**config.mk**
```make
export PLATFORM = sky130hd
export DESIGN_NAME = onehot_req_arbiter
export DESIGN_NICKNAME = d
export VERILOG_FILES = /design/src/rtl/onehot_arb_pkg.sv /design/src/rtl/req_debounce.sv /design/src/rtl/onehot_req_arbiter.sv
export SDC_FILE = /design/constraint.sdc
export NUM_CORES = 1
export LEC_CHECK = 0
export CORE_MARGIN = 8
export CORE_UTILIZATION = 40
export DETAILED_ROUTE_END_ITERATION = 8
export PLACE_DENSITY_LB_ADDON = 0.25
export SETUP_SLACK_MARGIN = 0.1
export SLEW_MARGIN = 40
export SYNTH_ARGS = -nofsm -noshare
export SYNTH_HDL_FRONTEND = slang
export SYNTH_SLANG_ARGS = --single-unit
```
**constraint.sdc**
```tcl
create_clock -name clk -period 2 [get_ports clk]
set_input_delay 0.4 -clock clk [delete_from_list [all_inputs] [get_ports clk]]
set_output_delay 0.4 -clock clk [all_outputs]
set_load 0.1 [all_outputs]
```
**src/rtl/onehot_arb_pkg.sv**
```systemverilog
// -----------------------------------------------------------------------------
// onehot_arb_pkg
// Shared definitions for the one-hot request arbiter:
//   NUM_REQ      number of request lines (fixed at 4, one per encoder input)
//   IDX_W        width of a request index / round-robin pointer
//   arb_state_e  arbiter FSM states (IDLE, GRANT)
//   rr_pick()    round-robin search helper
// -----------------------------------------------------------------------------
package onehot_arb_pkg;

  localparam int NUM_REQ = 4;
  localparam int IDX_W   = 2;

  typedef enum logic {
    IDLE  = 1'b0,
    GRANT = 1'b1
  } arb_state_e;

  // Returns the first set bit of req, searching from ptr+1 upward and wrapping,
  // so the most recently served index has the lowest priority. The caller only
  // uses the result when req is non-zero.
  function automatic logic [IDX_W-1:0] rr_pick(input logic [NUM_REQ-1:0] req,
                                               input logic [IDX_W-1:0]   ptr);
    logic [IDX_W-1:0] idx;
    logic             found;
    rr_pick = ptr;
    found   = 1'b0;
    for (int j = 1; j <= NUM_REQ; j++) begin
      idx = ptr + IDX_W'(j);
      if (!found && req[idx]) begin
        rr_pick = idx;
        found   = 1'b1;
      end
    end
  endfunction

endpackage

```
**src/rtl/req_debounce.sv**
```systemverilog
// -----------------------------------------------------------------------------
// req_debounce
// Synchronizes one asynchronous request line (two flops) and debounces it.
// Configuration macro: ONEHOT_ARB_DEBOUNCE_EN
//   defined   : db changes only after DB_CYCLES consecutive synchronized samples
//               that differ from it.
//   undefined : no counter; db follows the synchronized input every cycle
//               (same behaviour as DB_CYCLES = 1), DB_CYCLES is ignored.
// Ports:
//   clk     in   clock, rising edge
//   rst     in   synchronous active-high reset
//   i_raw   in   raw asynchronous request
//   o_db    out  debounced level
//   o_rise  out  high during the cycle whose closing edge takes db from 0 to 1
// -----------------------------------------------------------------------------
module req_debounce #(
  parameter int DB_CYCLES = 4
) (
  input  logic clk,
  input  logic rst,
  input  logic i_raw,
  output logic o_db,
  output logic o_rise
);

  if (DB_CYCLES < 1) begin : g_bad_db_cycles
    $error("req_debounce: DB_CYCLES must be >= 1");
  end

  logic r_s1;
  logic r_s2;
  logic r_db;
  logic w_flip;

`ifdef ONEHOT_ARB_DEBOUNCE_EN
  localparam int CW = $clog2(DB_CYCLES + 1);
  localparam logic [CW-1:0] CNT_LAST = CW'(DB_CYCLES - 1);

  logic [CW-1:0] r_cnt;

  // The edge that would complete the run toggles db instead of counting.
  assign w_flip = (r_s2 != r_db) && (r_cnt == CNT_LAST);

  always_ff @(posedge clk) begin
    if (rst) begin
      r_cnt <= '0;
    end else if ((r_s2 == r_db) || w_flip) begin
      r_cnt <= '0;
    end else begin
      r_cnt <= r_cnt + CW'(1);
    end
  end
`else
  assign w_flip = (r_s2 != r_db);
`endif

  always_ff @(posedge clk) begin
    if (rst) begin
      r_s1 <= 1'b0;
      r_s2 <= 1'b0;
      r_db <= 1'b0;
    end else begin
      r_s1 <= i_raw;
      r_s2 <= r_s1;
      if (w_flip) begin
        r_db <= r_s2;
      end
    end
  end

  // Combinational so the pending latch is set on the same edge db rises.
  assign o_rise = w_flip & r_s2;
  assign o_db   = r_db;

endmodule

```
**src/rtl/onehot_req_arbiter.sv**
```systemverilog
// -----------------------------------------------------------------------------
// onehot_req_arbiter
// Synchronizes and debounces four raw request lines, latches each debounced
// rising edge as a pending request and serves pending requests one at a time
// in round-robin order as a one-hot grant with a valid/ready handshake.
// Configuration macro: ONEHOT_ARB_DEBOUNCE_EN (applied inside req_debounce;
// when undefined the debounce counters are removed and DB_CYCLES is ignored).
// Ports:
//   clk      in   clock, rising edge
//   rst      in   synchronous active-high reset
//   req_raw  in   [3:0] asynchronous raw requests (bit0 -> encoder a)
//   ready    in   downstream accepts the current grant
//   grant    out  [3:0] one-hot grant, zero when valid = 0
//   valid    out  grant holds a request
//   pending  out  [3:0] latched, not-yet-served requests
//   overrun  out  one-cycle pulse: new edge on a line already pending
// -----------------------------------------------------------------------------
module onehot_req_arbiter
  import onehot_arb_pkg::*;
#(
  parameter int DB_CYCLES = 4
) (
  input  logic               clk,
  input  logic               rst,
  input  logic [NUM_REQ-1:0] req_raw,
  input  logic               ready,
  output logic [NUM_REQ-1:0] grant,
  output logic               valid,
  output logic [NUM_REQ-1:0] pending,
  output logic               overrun
);

  logic [NUM_REQ-1:0] w_rise;
  // Debounced levels are not needed here; only the rise strobes feed the latch.
  logic [NUM_REQ-1:0] w_db_unused;

  for (genvar gi = 0; gi < NUM_REQ; gi++) begin : g_req
    req_debounce #(
      .DB_CYCLES (DB_CYCLES)
    ) u_req_debounce (
      .clk    (clk),
      .rst    (rst),
      .i_raw  (req_raw[gi]),
      .o_db   (w_db_unused[gi]),
      .o_rise (w_rise[gi])
    );
  end

  arb_state_e         r_state;
  arb_state_e         w_state_nxt;
  logic [NUM_REQ-1:0] r_grant;
  logic [NUM_REQ-1:0] w_grant_nxt;
  logic               r_valid;
  logic               w_valid_nxt;
  logic [IDX_W-1:0]   r_ptr;
  logic [IDX_W-1:0]   w_ptr_nxt;
  logic [IDX_W-1:0]   r_gidx;
  logic [IDX_W-1:0]   w_gidx_nxt;
  logic [NUM_REQ-1:0] r_pending;
  logic               r_overrun;
  logic               w_accept;
  logic [NUM_REQ-1:0] w_clr;
  logic [IDX_W-1:0]   w_pick;

  assign w_accept = r_valid & ready;
  // r_grant is one-hot on the served index, so it doubles as the clear mask.
  assign w_clr    = w_accept ? r_grant : '0;
  assign w_pick   = rr_pick(r_pending, r_ptr);

  always_comb begin
    w_state_nxt = r_state;
    w_grant_nxt = r_grant;
    w_valid_nxt = r_valid;
    w_ptr_nxt   = r_ptr;
    w_gidx_nxt  = r_gidx;
    case (r_state)
      IDLE: begin
        if (|r_pending) begin
          w_state_nxt = GRANT;
          w_grant_nxt = NUM_REQ'(1) << w_pick;
          w_valid_nxt = 1'b1;
          w_gidx_nxt  = w_pick;
        end
      end
      GRANT: begin
        if (w_accept) begin
          w_state_nxt = IDLE;
          w_grant_nxt = '0;
          w_valid_nxt = 1'b0;
          w_ptr_nxt   = r_gidx;
        end
      end
      default: begin
        w_state_nxt = IDLE;
      end
    endcase
  end

  always_ff @(posedge clk) begin
    if (rst) begin
      r_state   <= IDLE;
      r_grant   <= '0;
      r_valid   <= 1'b0;
      r_ptr     <= IDX_W'(NUM_REQ - 1);
      r_gidx    <= '0;
      r_pending <= '0;
      r_overrun <= 1'b0;
    end else begin
      r_state   <= w_state_nxt;
      r_grant   <= w_grant_nxt;
      r_valid   <= w_valid_nxt;
      r_ptr     <= w_ptr_nxt;
      r_gidx    <= w_gidx_nxt;
      // A rise coinciding with its own acceptance re-arms the line instead of
      // counting as an overrun.
      r_pending <= (r_pending & ~w_clr) | w_rise;
      r_overrun <= |(w_rise & r_pending & ~w_clr);
    end
  end

  assign grant   = r_grant;
  assign valid   = r_valid;
  assign pending = r_pending;
  assign overrun = r_overrun;

endmodule

```
==> flow_summary.yaml <==
clock_network:
  numCtsBuffers: 3
  clk_pin_slew_worst_paths_ns: 0.14
  cts_resized: 0
  post_cts_buffers: 0
  clkLatencyLatePin_ns: 0.32
  cts-root-buf: "clkbuf_4"
  cts_hold_buf: 0
  cts_buffer_depth: 2
  ctsHtreeMaxLevel: 1
  clkSinkCount: 27
  tritoncts: "done"
setup_path:
  cp_num_buf_inv: 1
  arrival_ns: 1.10
  crit_family: "flip-flops"
  setup.worst_path.end: "pending[3]"
  r2r_slack_ns: 0.54
  setup.worst_path.end_class: "primary output"
  crit_start: "pending[3]$_SDFF_PP0_"
  cp-start-kind: "register"
  r2r-end: "grant[3]$_SDFFE_PP0P_"
  crit_type: "reg2out"
  worstPathMaxFanout: 8
  cpMaxStageDelayCell: "dfxtp_2"
  r2r_start: "pending[2]$_SDFF_PP0_"
  path_cells: "buf_4"
  slowest_delay_ns: 0.45
  worst-endpoint-required_ns: 1.60
  worst-path-stages: 1
  worst-r2r-cell-count: 4
cells_and_area:
  num-fill-cells: 256
  fin_nets: 143
  multiInputGateArea_sq_um: 509
  syn2layout_area_growth_pct: 19.7
  antenna_cells: 0
  drive_gt1_frac: 0.176
  seqCellArea_sq_um: 544
  fin_area_sq_um: 1310
routing:
  drt_iter0_drc: 53
  viasPerCell: 5.31
  vias: 861
  wl_um: 2200
  wl_per_cell_um: 13.6
  ant_nets: 0
  route.detailed.drc: 0
  drt_first_pass_iters: 4
yosys:
  yosys_warnings: 0
  netlist_instances: 114
  synth-compound-area-share: 0.0952
  yosys.area.top_type: "dfxtp_1"
  synth_top_family_by_area: "simple AND/OR/NAND/NOR gates"
  synthAdderAreaFrac: 0.0459
  synth-simple-area-share: 0.280
  synth_xor_xnor_area_share: 0
  ys_types: 28
  synth.avg_cell_area_sq_um: 9.57
  synth_area_sq_um: 1090
  ys_seq_elements: 27
  synthMuxAreaShare: 0.0459
  yosysSeqAreaShare: 0.495
  synth_top_area_frac: 0.495
  syn_nets: 125
  synthTopCellsByArea: "dfxtp_1 (50%), nand3b_1 (5.5%), ha_1 (4.6%)"
sta:
  setup_violations: 0
  final-max-slew-violation-count: 0
  fin_tns_setup_ns: 0
  period_needed_ns: 1.50
  rsz0062_at_grt: "no"
  hold_violations: 0
  tightest_slew_ns: 0.529
  relSlewSlack: 0.644
  fin_crit_sh: 0.749
  skew_ns: 0.00349
  fmax_ghz: 0.668
place:
  routabilityCongestion: 0.783
  detailed_place_hpwl_um: 1590
  io_buffers: 16
  dpl_cell_area_sq_um: 1280
floorplan:
  rows: 19
  initial_core_util: 0.410
  core_area_sq_um: 2660
  die_x_um: 68.2
  die-area_sq_um: 4650
  dieHeight_um: 68.2
  ios: 17
run:
  cap_violations: 0
status:
  outcome: "finished, final reports clean"
global_routing:
  grt_overflow_total: 0
  grt_max_degree: 29
  grtUsageTotal: 0.103
  antenna_found_initial: 0
  grt_pass1_vias: 766
  grt_pass1_wl_um: 3660
power_and_ir_drop:
  power.leakage_nw: 0.533
  powerDensity_nw_per_um2: 820
  ir_drop_v: 0.000505
hold_path:
  min_path_type: "reg2reg"
==> metal layers <==
layer / global-route usage / vias up / share of wire
li1: - / 437 / -
met1: 0.139 / 393 / 0.46
met2: 0.147 / 24 / 0.44
met3: 0.0229 / 7 / 0.071
met4: 0.0639 / 0 / 0.031
met5: 0 / - / 0
==> cells by family (layout without fill, tap and decap cells) <==
kind of cell | Yosys count | in the layout
buffers and inverters | 9 | 26
adders and majority gates | 4 | 4
and+or+nand+nor | 53 | 53
AOI/OAI and AO/OA | 16 | 16
DFF | 27 | 27
muxes | 5 | 5
==> state kept, by name (all words and copies together), names as in the netlist <==
| signal | count |
|---|---|
| g_req.u_req_debounce.r_s1 | 4 |
| r_gidx | 2 |
| overrun | 1 |
| g_req.u_req_debounce.o_db | 4 |
| r_state | 1 |
| r_ptr | 2 |
| pending | 4 |
| grant | 4 |
| g_req.u_req_debounce.r_s2 | 4 |
| valid | 1 |
==> report_power, final <==
group          switching [mW]  internal (mW)
clock                   0.158         0.0750
sequential             0.0348          0.570
combinational           0.156         0.0778
==> Yosys cell counts, drive strengths merged <==
library cell	number
a211oi	2
a21o	1
a21oi	6
a31oi	1
a41oi	1
and3	1
and3b	1
buf	1
clkbuf	3
dfxtp	27
ha	4
inv	5
mux2i	5
nand2	5
nand2b	3
nand3	9
nand3b	8
nor2	12
nor2b	8
nor3	3
nor4	1
o21ai	1
o22ai	4
or3	1
or4	1
==> cell usage in the layout, fill, tap and decap left out, drive strengths merged <==
cell type      count
dfxtp             27
nor2              12
buf               11
nand3              9
nand3b             8
nor2b              8
a21oi              6
clkdlybuf4s50      6
inv                5
mux2i              5
nand2              5
ha                 4
o22ai              4
nand2b             3
clkbuf             3
nor3               3
a211oi             2
nor4               1
a21o               1
a31oi              1
or4                1
and3b              1
or3                1
and3               1
o21ai              1
a41oi              1
clkinv             1
==> how the worst min path moves through the flow <==
stage                                         endpoint  cells after the start                               startpoint
2_1_floorplan  g_req[0].u_req_debounce.r_s2$_SDFF_PP0_                      1  g_req[0].u_req_debounce.r_s1$_SDFF_PP0_
3_3_place_gp   g_req[1].u_req_debounce.r_s2$_SDFF_PP0_                      1  g_req[1].u_req_debounce.r_s1$_SDFF_PP0_
3_5_place_dp   g_req[0].u_req_debounce.r_s2$_SDFF_PP0_                      1  g_req[0].u_req_debounce.r_s1$_SDFF_PP0_
4_1_cts        g_req[0].u_req_debounce.r_s2$_SDFF_PP0_                      1  g_req[0].u_req_debounce.r_s1$_SDFF_PP0_
5_1_grt        g_req[0].u_req_debounce.r_s2$_SDFF_PP0_                      1  g_req[0].u_req_debounce.r_s1$_SDFF_PP0_
6_report       g_req[1].u_req_debounce.r_s2$_SDFF_PP0_                      1  g_req[1].u_req_debounce.r_s1$_SDFF_PP0_
==> cell type report <==
cell class / count / share of cell area
Multi-Input combinational cell: 78 / 0.390
Tap cell: 31 / 0.0297
Clock buffer: 3 / 0.0172
Timing Repair Buffer: 17 / 0.128
Inverter: 5 / 0.0144
Sequential cell: 27 / 0.417
Clock inverter: 1 / 0.00383
==> per-stage QoR <==
stage	hold WS (ns)	power (mW)	cells	worst slack, ns	util
CTS	0.453	1.08	162	0.493	0.491
global route	0.476	1.13	162	0.443	0.491
finish	0.451	1.07	162	0.503	0.491
global placement	0.423	0.846	158	0.452	0.480
floorplan	0.414	0.782	114	0.111	-
detailed placement	0.420	0.851	158	0.436	0.480
No activity file was read; power rests on OpenSTA's default activity.
